## config.mk

```make
export PLATFORM = sky130hd
export DESIGN_NAME = hue_wheel_engine_flat
export DESIGN_NICKNAME = d
export VERILOG_FILES = /design/src/rtl/hue_wheel_engine_if.sv /design/src/rtl/hue_wheel_engine.sv /design/src/flat_wrapper.sv
export SDC_FILE = /design/constraint.sdc
export NUM_CORES = 1
export LEC_CHECK = 0
export ABC_AREA = 0
export BUFFER_PORTS_ARGS = -buffer_cell sky130_fd_sc_hd__buf_2
export CAP_MARGIN = 15
export CORE_MARGIN = 4
export CORE_UTILIZATION = 39
export DETAILED_ROUTE_END_ITERATION = 6
export PLACE_DENSITY = 0.62
export SLEW_MARGIN = 25
export SYNTH_ARGS = -nofsm -noshare
export SYNTH_HDL_FRONTEND = slang
export SYNTH_SLANG_ARGS = --single-unit
```

## constraint.sdc

```tcl
create_clock -name clk -period 3.63 [get_ports clk]
set_input_delay 0.1815 -clock clk [delete_from_list [all_inputs] [get_ports clk]]
set_output_delay 0.1815 -clock clk [all_outputs]
set_load 0.1 [all_outputs]
```

## src/rtl/hue_wheel_engine_if.sv

```systemverilog
// Multiplier handshake bundle between hue_wheel_engine (master) and the
// shared external multiplier (slave).
interface hue_wheel_engine_if #(
  parameter int DW = 8
);
  logic [DW-1:0]   mult_a;
  logic [DW-1:0]   mult_b;
  logic            mult_ld;
  logic            mult_ok;
  logic [2*DW-1:0] mult_res;

  modport master (
    output mult_a,
    output mult_b,
    output mult_ld,
    input  mult_ok,
    input  mult_res
  );

  modport slave (
    input  mult_a,
    input  mult_b,
    input  mult_ld,
    output mult_ok,
    output mult_res
  );
endinterface

```

## src/rtl/hue_wheel_engine.sv

```systemverilog
// hue_wheel_engine: RGBW colour generator. Direct mode passes raw RGBW
// through; wheel mode converts a hue index to RGB by sector arithmetic,
// adds a saturating white tint and scales all four channels by an
// intensity factor using the shared external multiplier.
// Optional build macro HUE_WHEEL_GAMMA_EN adds a square-law intensity
// pre-multiply (extra MUL_L state ahead of the channel multiplies).
module hue_wheel_engine #(
  parameter int         DW          = 8,
  parameter int         SEG_LEN     = 43,
  parameter int         RAMP_STEP   = 6,
  parameter logic [7:0] MODE_DIRECT = 8'h21,
  parameter logic [7:0] MODE_WHEEL  = 8'hA4
) (
  input  logic                 clk,
  input  logic                 reset,
  input  logic [7:0]           mode,
  input  logic [DW-1:0]        lint,
  input  logic [DW-1:0]        color_idx,
  input  logic [DW-1:0]        white_in,
  input  logic [DW-1:0]        red_in,
  input  logic [DW-1:0]        green_in,
  input  logic [DW-1:0]        blue_in,
  hue_wheel_engine_if.master   mul,
  output logic [DW-1:0]        red_out,
  output logic [DW-1:0]        green_out,
  output logic [DW-1:0]        blue_out,
  output logic [DW-1:0]        white_out,
  output logic                 out_valid,
  output logic                 busy
);

  localparam logic [DW-1:0]   M       = '1;
  localparam logic [DW-1:0]   SEG     = DW'(SEG_LEN);
  localparam logic [2*DW-1:0] STEP_W  = (2*DW)'(RAMP_STEP);

  typedef enum logic [3:0] {
    IDLE,
    DIV,
    HUE,
    TINT,
`ifdef HUE_WHEEL_GAMMA_EN
    MUL_L,
`endif
    MUL_W,
    MUL_R,
    MUL_G,
    MUL_B,
    OUT
  } state_t;

  state_t        state_q;
  logic [DW-1:0] rem_q;
  logic [2:0]    sector_q;
`ifdef HUE_WHEEL_GAMMA_EN
  logic [DW-1:0] lint_q;
`endif
  logic [DW-1:0] lint_eff_q;
  logic [DW-1:0] white_q;
  logic [DW-1:0] r_q, g_q, b_q, w_q;
  logic [DW-1:0] mult_a_q, mult_b_q;
  logic          mult_ld_q;
  logic [DW-1:0] red_out_q, green_out_q, blue_out_q, white_out_q;
  logic          out_valid_q;

  logic [2*DW-1:0] ramp_wide_d;
  logic [DW-1:0]   ramp_d;
  logic [DW-1:0]   hue_r_d, hue_g_d, hue_b_d;
  logic [DW:0]     sum_r_d, sum_g_d, sum_b_d;
  logic [DW-1:0]   tint_r_d, tint_g_d, tint_b_d;
  logic [DW-1:0]   mul_b_d;
  state_t          mul_next_d;
  logic [DW-1:0]   prod_hi;
  logic            unused_prod_lo;

  assign prod_hi        = mul.mult_res[2*DW-1:DW];
  assign unused_prod_lo = ^mul.mult_res[DW-1:0];

  // Hue ramp, sector colour and saturating white tint from the current buffers
  always_comb begin
    ramp_wide_d = {{DW{1'b0}}, rem_q} * STEP_W;
    ramp_d      = (ramp_wide_d > {{DW{1'b0}}, M}) ? M : ramp_wide_d[DW-1:0];
    hue_r_d     = M;
    hue_g_d     = '0;
    hue_b_d     = ramp_d;
    case (sector_q)
      3'd0: begin hue_r_d = M;          hue_g_d = '0;         hue_b_d = ramp_d;     end
      3'd1: begin hue_r_d = M - ramp_d; hue_g_d = '0;         hue_b_d = M;          end
      3'd2: begin hue_r_d = '0;         hue_g_d = ramp_d;     hue_b_d = M;          end
      3'd3: begin hue_r_d = '0;         hue_g_d = M;          hue_b_d = M - ramp_d; end
      3'd4: begin hue_r_d = ramp_d;     hue_g_d = M;          hue_b_d = '0;         end
      default: begin hue_r_d = M;       hue_g_d = M - ramp_d; hue_b_d = '0;         end
    endcase
    sum_r_d  = {1'b0, r_q} + {1'b0, white_q};
    sum_g_d  = {1'b0, g_q} + {1'b0, white_q};
    sum_b_d  = {1'b0, b_q} + {1'b0, white_q};
    tint_r_d = sum_r_d[DW] ? M : sum_r_d[DW-1:0];
    tint_g_d = sum_g_d[DW] ? M : sum_g_d[DW-1:0];
    tint_b_d = sum_b_d[DW] ? M : sum_b_d[DW-1:0];
  end

  // Operand B and follow-on state for whichever multiply state is active
  always_comb begin
    mul_b_d    = white_q;
    mul_next_d = MUL_R;
    case (state_q)
`ifdef HUE_WHEEL_GAMMA_EN
      MUL_L: begin mul_b_d = lint_q;  mul_next_d = MUL_W; end
`endif
      MUL_W: begin mul_b_d = white_q; mul_next_d = MUL_R; end
      MUL_R: begin mul_b_d = r_q;     mul_next_d = MUL_G; end
      MUL_G: begin mul_b_d = g_q;     mul_next_d = MUL_B; end
      MUL_B: begin mul_b_d = b_q;     mul_next_d = OUT;   end
      default: ;
    endcase
  end

  // Control FSM with registered datapath, multiplier handshake and outputs
  always_ff @(posedge clk) begin
    if (!reset) begin
      state_q     <= IDLE;
      rem_q       <= '0;
      sector_q    <= '0;
`ifdef HUE_WHEEL_GAMMA_EN
      lint_q      <= '0;
`endif
      lint_eff_q  <= '0;
      white_q     <= '0;
      r_q         <= '0;
      g_q         <= '0;
      b_q         <= '0;
      w_q         <= '0;
      mult_a_q    <= '0;
      mult_b_q    <= '0;
      mult_ld_q   <= 1'b0;
      red_out_q   <= '0;
      green_out_q <= '0;
      blue_out_q  <= '0;
      white_out_q <= '0;
      out_valid_q <= 1'b0;
    end else begin
      out_valid_q <= 1'b0;
      case (state_q)
        IDLE: begin
          if (mode == MODE_DIRECT) begin
            red_out_q   <= red_in;
            green_out_q <= green_in;
            blue_out_q  <= blue_in;
            white_out_q <= white_in;
            out_valid_q <= 1'b1;
          end else if (mode == MODE_WHEEL) begin
            rem_q      <= color_idx;
            sector_q   <= '0;
`ifdef HUE_WHEEL_GAMMA_EN
            lint_q     <= lint;
`endif
            lint_eff_q <= lint;
            white_q    <= white_in;
            state_q    <= DIV;
          end
        end
        DIV: begin
          // One subtraction per cycle; the last sector absorbs any residue
          if (rem_q >= SEG && sector_q < 3'd5) begin
            rem_q    <= rem_q - SEG;
            sector_q <= sector_q + 3'd1;
          end else begin
            state_q <= HUE;
          end
        end
        HUE: begin
          r_q     <= hue_r_d;
          g_q     <= hue_g_d;
          b_q     <= hue_b_d;
          state_q <= TINT;
        end
        TINT: begin
          r_q <= tint_r_d;
          g_q <= tint_g_d;
          b_q <= tint_b_d;
`ifdef HUE_WHEEL_GAMMA_EN
          state_q <= MUL_L;
`else
          state_q <= MUL_W;
`endif
        end
`ifdef HUE_WHEEL_GAMMA_EN
        MUL_L,
`endif
        MUL_W, MUL_R, MUL_G, MUL_B: begin
          // Request only from a fully idle handshake; that also guarantees
          // a low cycle on mult_ld between consecutive operations.
          if (!mult_ld_q && !mul.mult_ok) begin
            mult_ld_q <= 1'b1;
            mult_a_q  <= lint_eff_q;
            mult_b_q  <= mul_b_d;
          end else if (mult_ld_q && mul.mult_ok) begin
            mult_ld_q <= 1'b0;
            case (state_q)
`ifdef HUE_WHEEL_GAMMA_EN
              MUL_L:   lint_eff_q <= prod_hi;
`endif
              MUL_W:   w_q <= prod_hi;
              MUL_R:   r_q <= prod_hi;
              MUL_G:   g_q <= prod_hi;
              default: b_q <= prod_hi;
            endcase
            state_q <= mul_next_d;
          end
        end
        OUT: begin
          red_out_q   <= r_q;
          green_out_q <= g_q;
          blue_out_q  <= b_q;
          white_out_q <= w_q;
          out_valid_q <= 1'b1;
          state_q     <= IDLE;
        end
        default: state_q <= IDLE;
      endcase
    end
  end

  assign mul.mult_a  = mult_a_q;
  assign mul.mult_b  = mult_b_q;
  assign mul.mult_ld = mult_ld_q;
  assign red_out     = red_out_q;
  assign green_out   = green_out_q;
  assign blue_out    = blue_out_q;
  assign white_out   = white_out_q;
  assign out_valid   = out_valid_q;
  assign busy        = (state_q != IDLE);

endmodule
```

## src/flat_wrapper.sv

```systemverilog
// flat-port wrapper written by rule: the top's interface ports become plain ports
module hue_wheel_engine_flat 
#(
  parameter int         DW          = 8,
  parameter int         SEG_LEN     = 43,
  parameter int         RAMP_STEP   = 6,
  parameter logic [7:0] MODE_DIRECT = 8'h21,
  parameter logic [7:0] MODE_WHEEL  = 8'hA4
)
  (clk, reset, mode, lint, color_idx, white_in, red_in, green_in, blue_in, red_out, green_out, blue_out, white_out, out_valid, busy, mul_mult_a, mul_mult_b, mul_mult_ld, mul_mult_ok, mul_mult_res);
  hue_wheel_engine_if #(.DW(DW)) mul_i ();
  input  logic clk;
  input  logic reset;
  input  logic [7:0] mode;
  input  logic [DW-1:0] lint;
  input  logic [DW-1:0] color_idx;
  input  logic [DW-1:0] white_in;
  input  logic [DW-1:0] red_in;
  input  logic [DW-1:0] green_in;
  input  logic [DW-1:0] blue_in;
  output logic [DW-1:0] red_out;
  output logic [DW-1:0] green_out;
  output logic [DW-1:0] blue_out;
  output logic [DW-1:0] white_out;
  output logic out_valid;
  output logic busy;
  output wire logic [$bits(mul_i.mult_a)-1:0] mul_mult_a;
  output wire logic [$bits(mul_i.mult_b)-1:0] mul_mult_b;
  output wire logic [$bits(mul_i.mult_ld)-1:0] mul_mult_ld;
  input wire logic [$bits(mul_i.mult_ok)-1:0] mul_mult_ok;
  input wire logic [$bits(mul_i.mult_res)-1:0] mul_mult_res;
  assign mul_mult_a = mul_i.mult_a;
  assign mul_mult_b = mul_i.mult_b;
  assign mul_mult_ld = mul_i.mult_ld;
  assign mul_i.mult_ok = mul_mult_ok;
  assign mul_i.mult_res = mul_mult_res;
  hue_wheel_engine #(.DW(DW), .SEG_LEN(SEG_LEN), .RAMP_STEP(RAMP_STEP), .MODE_DIRECT(MODE_DIRECT), .MODE_WHEEL(MODE_WHEEL)) u_core (.clk(clk), .reset(reset), .mode(mode), .lint(lint), .color_idx(color_idx), .white_in(white_in), .red_in(red_in), .green_in(green_in), .blue_in(blue_in), .mul(mul_i), .red_out(red_out), .green_out(green_out), .blue_out(blue_out), .white_out(white_out), .out_valid(out_valid), .busy(busy));
endmodule
```

* Word level (Yosys, flattened, before mapping) *
Index checks and enable logic that the tools add are counted.

operators by class
  add/subtract/negate cells = 6
  multiply operators = 1
  $lt $le $gt $ge = 3
  equality and inequality tests = 24
  muxes and demuxes = 47
  bitwise operators = 2
  reductions and logical operators = 28

operators with widths
  operator                                                               number
  8-bit case mux with 3 select lines                                     7
  8-bit two-way mux                                                      20
  8-bit case mux with 2 select lines                                     5
  8-bit by 8-bit adder with 9-bit output                                 3
  4-bit two-way mux                                                      5
  4-bit case mux with 5 select lines                                     1
  4-bit AND reduction                                                    5
  4-bit by 3-bit equality test with 1-bit output, second input constant  4
  2-bit by 1-bit != test with 1-bit output, second input constant        6
  4-bit case mux with 3 select lines                                     1
  11-bit by 8-bit > comparator with 1-bit output, second input constant  1
  8-bit by 2-bit multiplier with 10-bit output, second input constant    1
  3-bit two-way mux                                                      3
  4-bit by 2-bit equality test with 1-bit output, second input constant  2
  8-bit by 6-bit equality test with 1-bit output, second input constant  1
  8-bit equality test, second input constant                             1
  8-bit by 6-bit >= comparator with 1-bit output, second input constant  1
  2-bit != test, second input constant                                   4
  2-bit OR reduction                                                     4
  8-bit by 6-bit subtractor with 8-bit output, second input constant     1
  8-bit subtractor, first input constant                                 1
  3-bit by 2-bit equality test with 1-bit output, second input constant  2
  3-bit case mux with 2 select lines                                     1
  2-bit AND reduction                                                    3
  other kinds (20)                                                       28

word-level totals
  flip-flop bits (word level) = 113
  output and inout bits = 51
  word-level logic and storage cells = 128

* Logic depth before layout (Yosys ltp) *
  depth after elaboration = 6
  gate-level depth with buffers = 10

* Worst setup path before layout *
Ideal clock, no wire load.

  path type = register to register
  from = register u_core.mult_ld_q, in the netlist u_core.mul.mult_ld
  to = register u_core.r_q[6]
  setup time = 130 ps
  data arrival time = 2527 ps
  data required time = 3500 ps
  path slack = 973 ps
  cell stages (with the launch flop) = 10
  buffers on the path = 0
  period minus slack after synthesis = 2657 ps
  cell sequence = dfxtp_1 > inv_1 > ha_1 > nor2b_1 > nand3_1 > a21oi_1 > o21ai_0 > o21bai_1 > nor4_1 > a211oi_2

on the way
  longest elaborated chain between the ends = 4

RTL lines
  element                                 line                     source
  start, declared                         hue_wheel_engine.sv:61   logic mult_ld_q;
  start signal, assigned                  hue_wheel_engine.sv:134  mult_ld_q <= 1'b0;
  start signal, assigned                  hue_wheel_engine.sv:193  mult_ld_q <= 1'b1;
  start signal, assigned                  hue_wheel_engine.sv:197  mult_ld_q <= 1'b0;
  1-bit zero test                         hue_wheel_engine.sv:192  if (!mult_ld_q && !mul.mult_ok) begin
  1-bit logical AND                       hue_wheel_engine.sv:192
  2-bit != test (no source line)          n/a
  4-bit AND reduction (no source line) *  n/a
  end signal, assigned                    hue_wheel_engine.sv:171  r_q <= hue_r_d;
  end signal, assigned                    hue_wheel_engine.sv:177  r_q <= tint_r_d;
  end signal, assigned                    hue_wheel_engine.sv:203  MUL_R: r_q <= prod_hi;
  end, declared                           hue_wheel_engine.sv:59   logic [DW-1:0] r_q, g_q, b_q, w_q;

Every way passes the cells marked *; elsewhere a longest branch is shown, timed or not.
A chain may end at the register's enable or synchronous reset.

* Final worst setup path *
  from = register u_core.rem_q[2]
  to = register u_core.r_q[1]

on the way
  longest elaborated chain between the ends = 6

RTL lines
  element                                           line                     source
  start, declared                                   hue_wheel_engine.sv:52   logic [DW-1:0] rem_q;
  start signal, assigned                            hue_wheel_engine.sv:151  rem_q <= color_idx;
  start signal, assigned                            hue_wheel_engine.sv:164  rem_q <= rem_q - SEG;
  8-bit by 2-bit multiplier with 10-bit output *    hue_wheel_engine.sv:80   ramp_wide_d = {{DW{1'b0}}, rem_q} * STEP_W;
  11-bit by 8-bit > comparator with 1-bit output *  hue_wheel_engine.sv:81   ramp_d = (ramp_wide_d > {{DW{1'b0}}, M}) ? M : ramp_wide_d[DW-1:0];
  8-bit two-way mux *                               hue_wheel_engine.sv:81
  8-bit subtractor                                  hue_wheel_engine.sv:87   3'd1: begin hue_r_d = M - ramp_d; hue_g_d = '0; hue_b_d = M; end
  8-bit case mux with 3 select lines *              hue_wheel_engine.sv:85   case (sector_q)
  8-bit case mux with 3 select lines *              hue_wheel_engine.sv:142  case (state_q)

Marked as above.

==> impl_metrics.ini <==
[outcome]
outcome = complete, no violations

[floorplanning]
die-width_um = 146
num_rows = 50
start_util = 0.397
core_um2 = 18800
io_pins = 126
die_h_um = 146
die_area_um2 = 21400

[sta]
fmax_mhz = 331
setup_violations = 0
tns_ps = 0
hold_ws_ps = 13.3
setup_ws_ps = 605
relSlewSlack = 0.398
clock_skew_ps = 8.00
rsz0062_at_grt = no
finalMaxSlewViolations = 0
tightest_slew_ps = 903
timing.final.crit_share = 0.833
hold_viol_final = 0
min_period_ps = 3030

[placed_design]
hpwl_um = 15800
placed_cells = 1207
place_ws_ps = 639
io_buffer_count = 117
finalWeightedCongestion = 0.910

[power]
p_switching_mw = 1.49
clockPowerShare = 0.411
power_frac_comb = 0.248
seqPwrFrac = 0.341
p_int_mw = 2.80
pwr_density_cell_nw_per_um2 = 483
vdd.ir_drop.worst_uv = 516
power_mw = 4.29
p_leak_nw = 4.59
switching_share = 0.346

[grt]
grt_pass1_vias = 6445
grt_pass1_wl_um = 35200
grt_usage = 0.202
grt_max_degree = 67
antenna_found_initial = 0
grt-ovfl-total = 0

[synthesis]
yosys-top-cells-area = dfxtp_1 30%, mux2i_1 9.4%, ha_1 7.7%
syn_area_um2 = 7440
ys_ff_latch = 113
async_flop_share = 0
synth_flop_cell = dfxtp_1
ys_types = 76
yosysTopAreaCellShare = 0.304
synth.avg_cell_area_um2 = 8.35
syn_nets = 1015
ys_seq_area_frac = 0.304
syn_inst = 891
yosys_warnings = 0
synth_edf_count = 0
yosys.area.top_type = dfxtp_1

[worst_setup_path]
path_class = reg -> reg
required_ps = 3980
end_kind = register
cp_max_fo = 12
crit_arrival_ps = 3380
start_kind = register

[layout]
layout.nets = 1117
fillCellCount = 1867
syn2layout_area_growth_pct = 19.2
diodes = 0
final_cell_count_no_fill = 1240
drive_gt1_frac = 0.188

[detailed_routing]
wire_per_inst_um = 17.5
drcViolationCount = 0
dr.pass1.iters = 6
drtAntennaViolNets = 0
vias_per_cell = 5.55
num_vias = 6880
wirelength_um = 21700
initialDrtViolationCount = 569

[cts]
cts.sinks = 113
cts-buffers-inserted = 17
cts_tree = built
cts_buffer_depth = 2
clk-insertion-delay-late_ps = 430
path_clk_slew_ps = 60
cts_root_buf = clkbuf_16
htree_levels = 4

[min_path]
hp-class = in -> reg

[job]
maxCapViolCount = 0
## layer usage
metal	GRT usage	part of all wire
met5	0	0
met2	0.305	0.44
met3	0.0326	0.057
met1	0.288	0.47
met4	0.0804	0.028
## layout by cell type, fill, tap and decap left out, types with 5 or more instances in the layout
cell       count
a21oi_1       34
and3_1         8
dfxtp_1      113
nor3_1        14
a211oi_1       7
buf_4         15
clkbuf_16     17
o31ai_1        6
o221ai_1      11
ha_1          46
buf_2        117
xnor2_1       10
nand2_1      117
o21a_1        11
nor2_1        55
o211a_1       34
a21boi_0      12
inv_1         26
a21o_1        10
a31oi_1       22
nand3_1        8
mux2i_1       70
and2_1        16
o21ai_0       69
xor2_1         5
nand2b_1       9
nor2b_1       47
## what timing repair did
action | 4_1_cts | 5_1_grt
setup buffers | 0 | 0
hold buffers | 1 | 0
endpoints found under the hold margin | 1 | 0
gates resized for setup | 0 | 0
## layout make-up
class | count | area, um2 | share of cell area
Clock inverter | 14 | 179 | 0.0202
Inverter | 26 | 97.6 | 0.0110
Multi-Input combinational cell | 701 | 4870 | 0.549
Sequential cell | 113 | 2260 | 0.255
Timing Repair Buffer | 134 | 728 | 0.0821
Clock buffer | 18 | 439 | 0.0495
Tap cell | 234 | 293 | 0.0330
## cells in the mapped netlist, types with 4 or more instances
cell type	instances
nand2_1	118
dfxtp_1	113
mux2i_1	70
o21ai_0	69
nor2_1	55
nor2b_1	47
ha_1	46
clkbuf_1	38
a21oi_1	34
o211a_1	34
inv_1	26
a31oi_1	22
and2_1	16
nor3_1	14
a21boi_0	12
o21a_1	11
o221ai_1	11
a21o_1	10
xnor2_1	10
nand2b_1	9
and3_1	8
buf_2	8
nand3_1	8
a211oi_1	7
o31ai_1	6
xor2_1	5
nor4_1	4
o21ai_1	4
## cells by family after synthesis
family | synth area share
multiplexers | 0.0987
buffers and inverters | 0.0414
adder cells (fa/ha/maj) | 0.0854
flip-flops | 0.304
AND/OR/NAND/NOR | 0.201
XOR/XNOR | 0.0235
AO/OA/AOI/OAI | 0.246
## per-stage QoR
stage,util,cell area (um2)
2_1_floorplan,-,7440
3_3_place_gp,0.439,8250
3_5_place_dp,0.439,8250
4_1_cts,0.473,8870
5_1_grt,0.473,8870
6_report,0.473,8870
## critical path, stage by stage, from the launching register on
cell and delay [ps]:
dfxtp_1 410, inv_1 110, ha_1 370, nor2b_2 190, a211oi_2 270, a311oi_4 180
xnor2_2 530, nand2_2 240, or4_1 500, a31oi_1 160
## state kept, by name, indices dropped and copies added (netlist names), 4 cells and up
signal,count
u_core.b_q,8
u_core.blue_out,8
u_core.g_q,8
u_core.green_out,8
u_core.lint_eff_q,8
u_core.mul.mult_a,8
u_core.mul.mult_b,8
u_core.r_q,8
u_core.red_out,8
u_core.rem_q,8
u_core.w_q,8
u_core.white_out,8
u_core.white_q,8
u_core.state_q,4
## path summary, 6_finish.rpt
check	slack [ps]	cells after the start	from	endpoint
max	600	9	u_core.rem_q[2]	u_core.r_q[1]
max reg2reg	600	9	u_core.rem_q[2]	u_core.r_q[1]
min reg2reg	460	2	u_core.mul.mult_a[4]	u_core.mul.mult_a[4]
min	10	3	lint[0]	u_core.lint_eff_q[0]
## power by group through the flow
stage / registers [mW] / logic (mW) / clock network (mW)
3_5_place_dp: 1.48 / 1.04 / 0
6_report: 1.46 / 1.06 / 1.76
3_3_place_gp: 1.48 / 1.04 / 0
2_1_floorplan: 1.42 / 0.756 / 0
4_1_cts: 1.46 / 1.05 / 1.78
5_1_grt: 1.47 / 1.16 / 1.84
No activity file was read; power rests on OpenSTA's default activity.
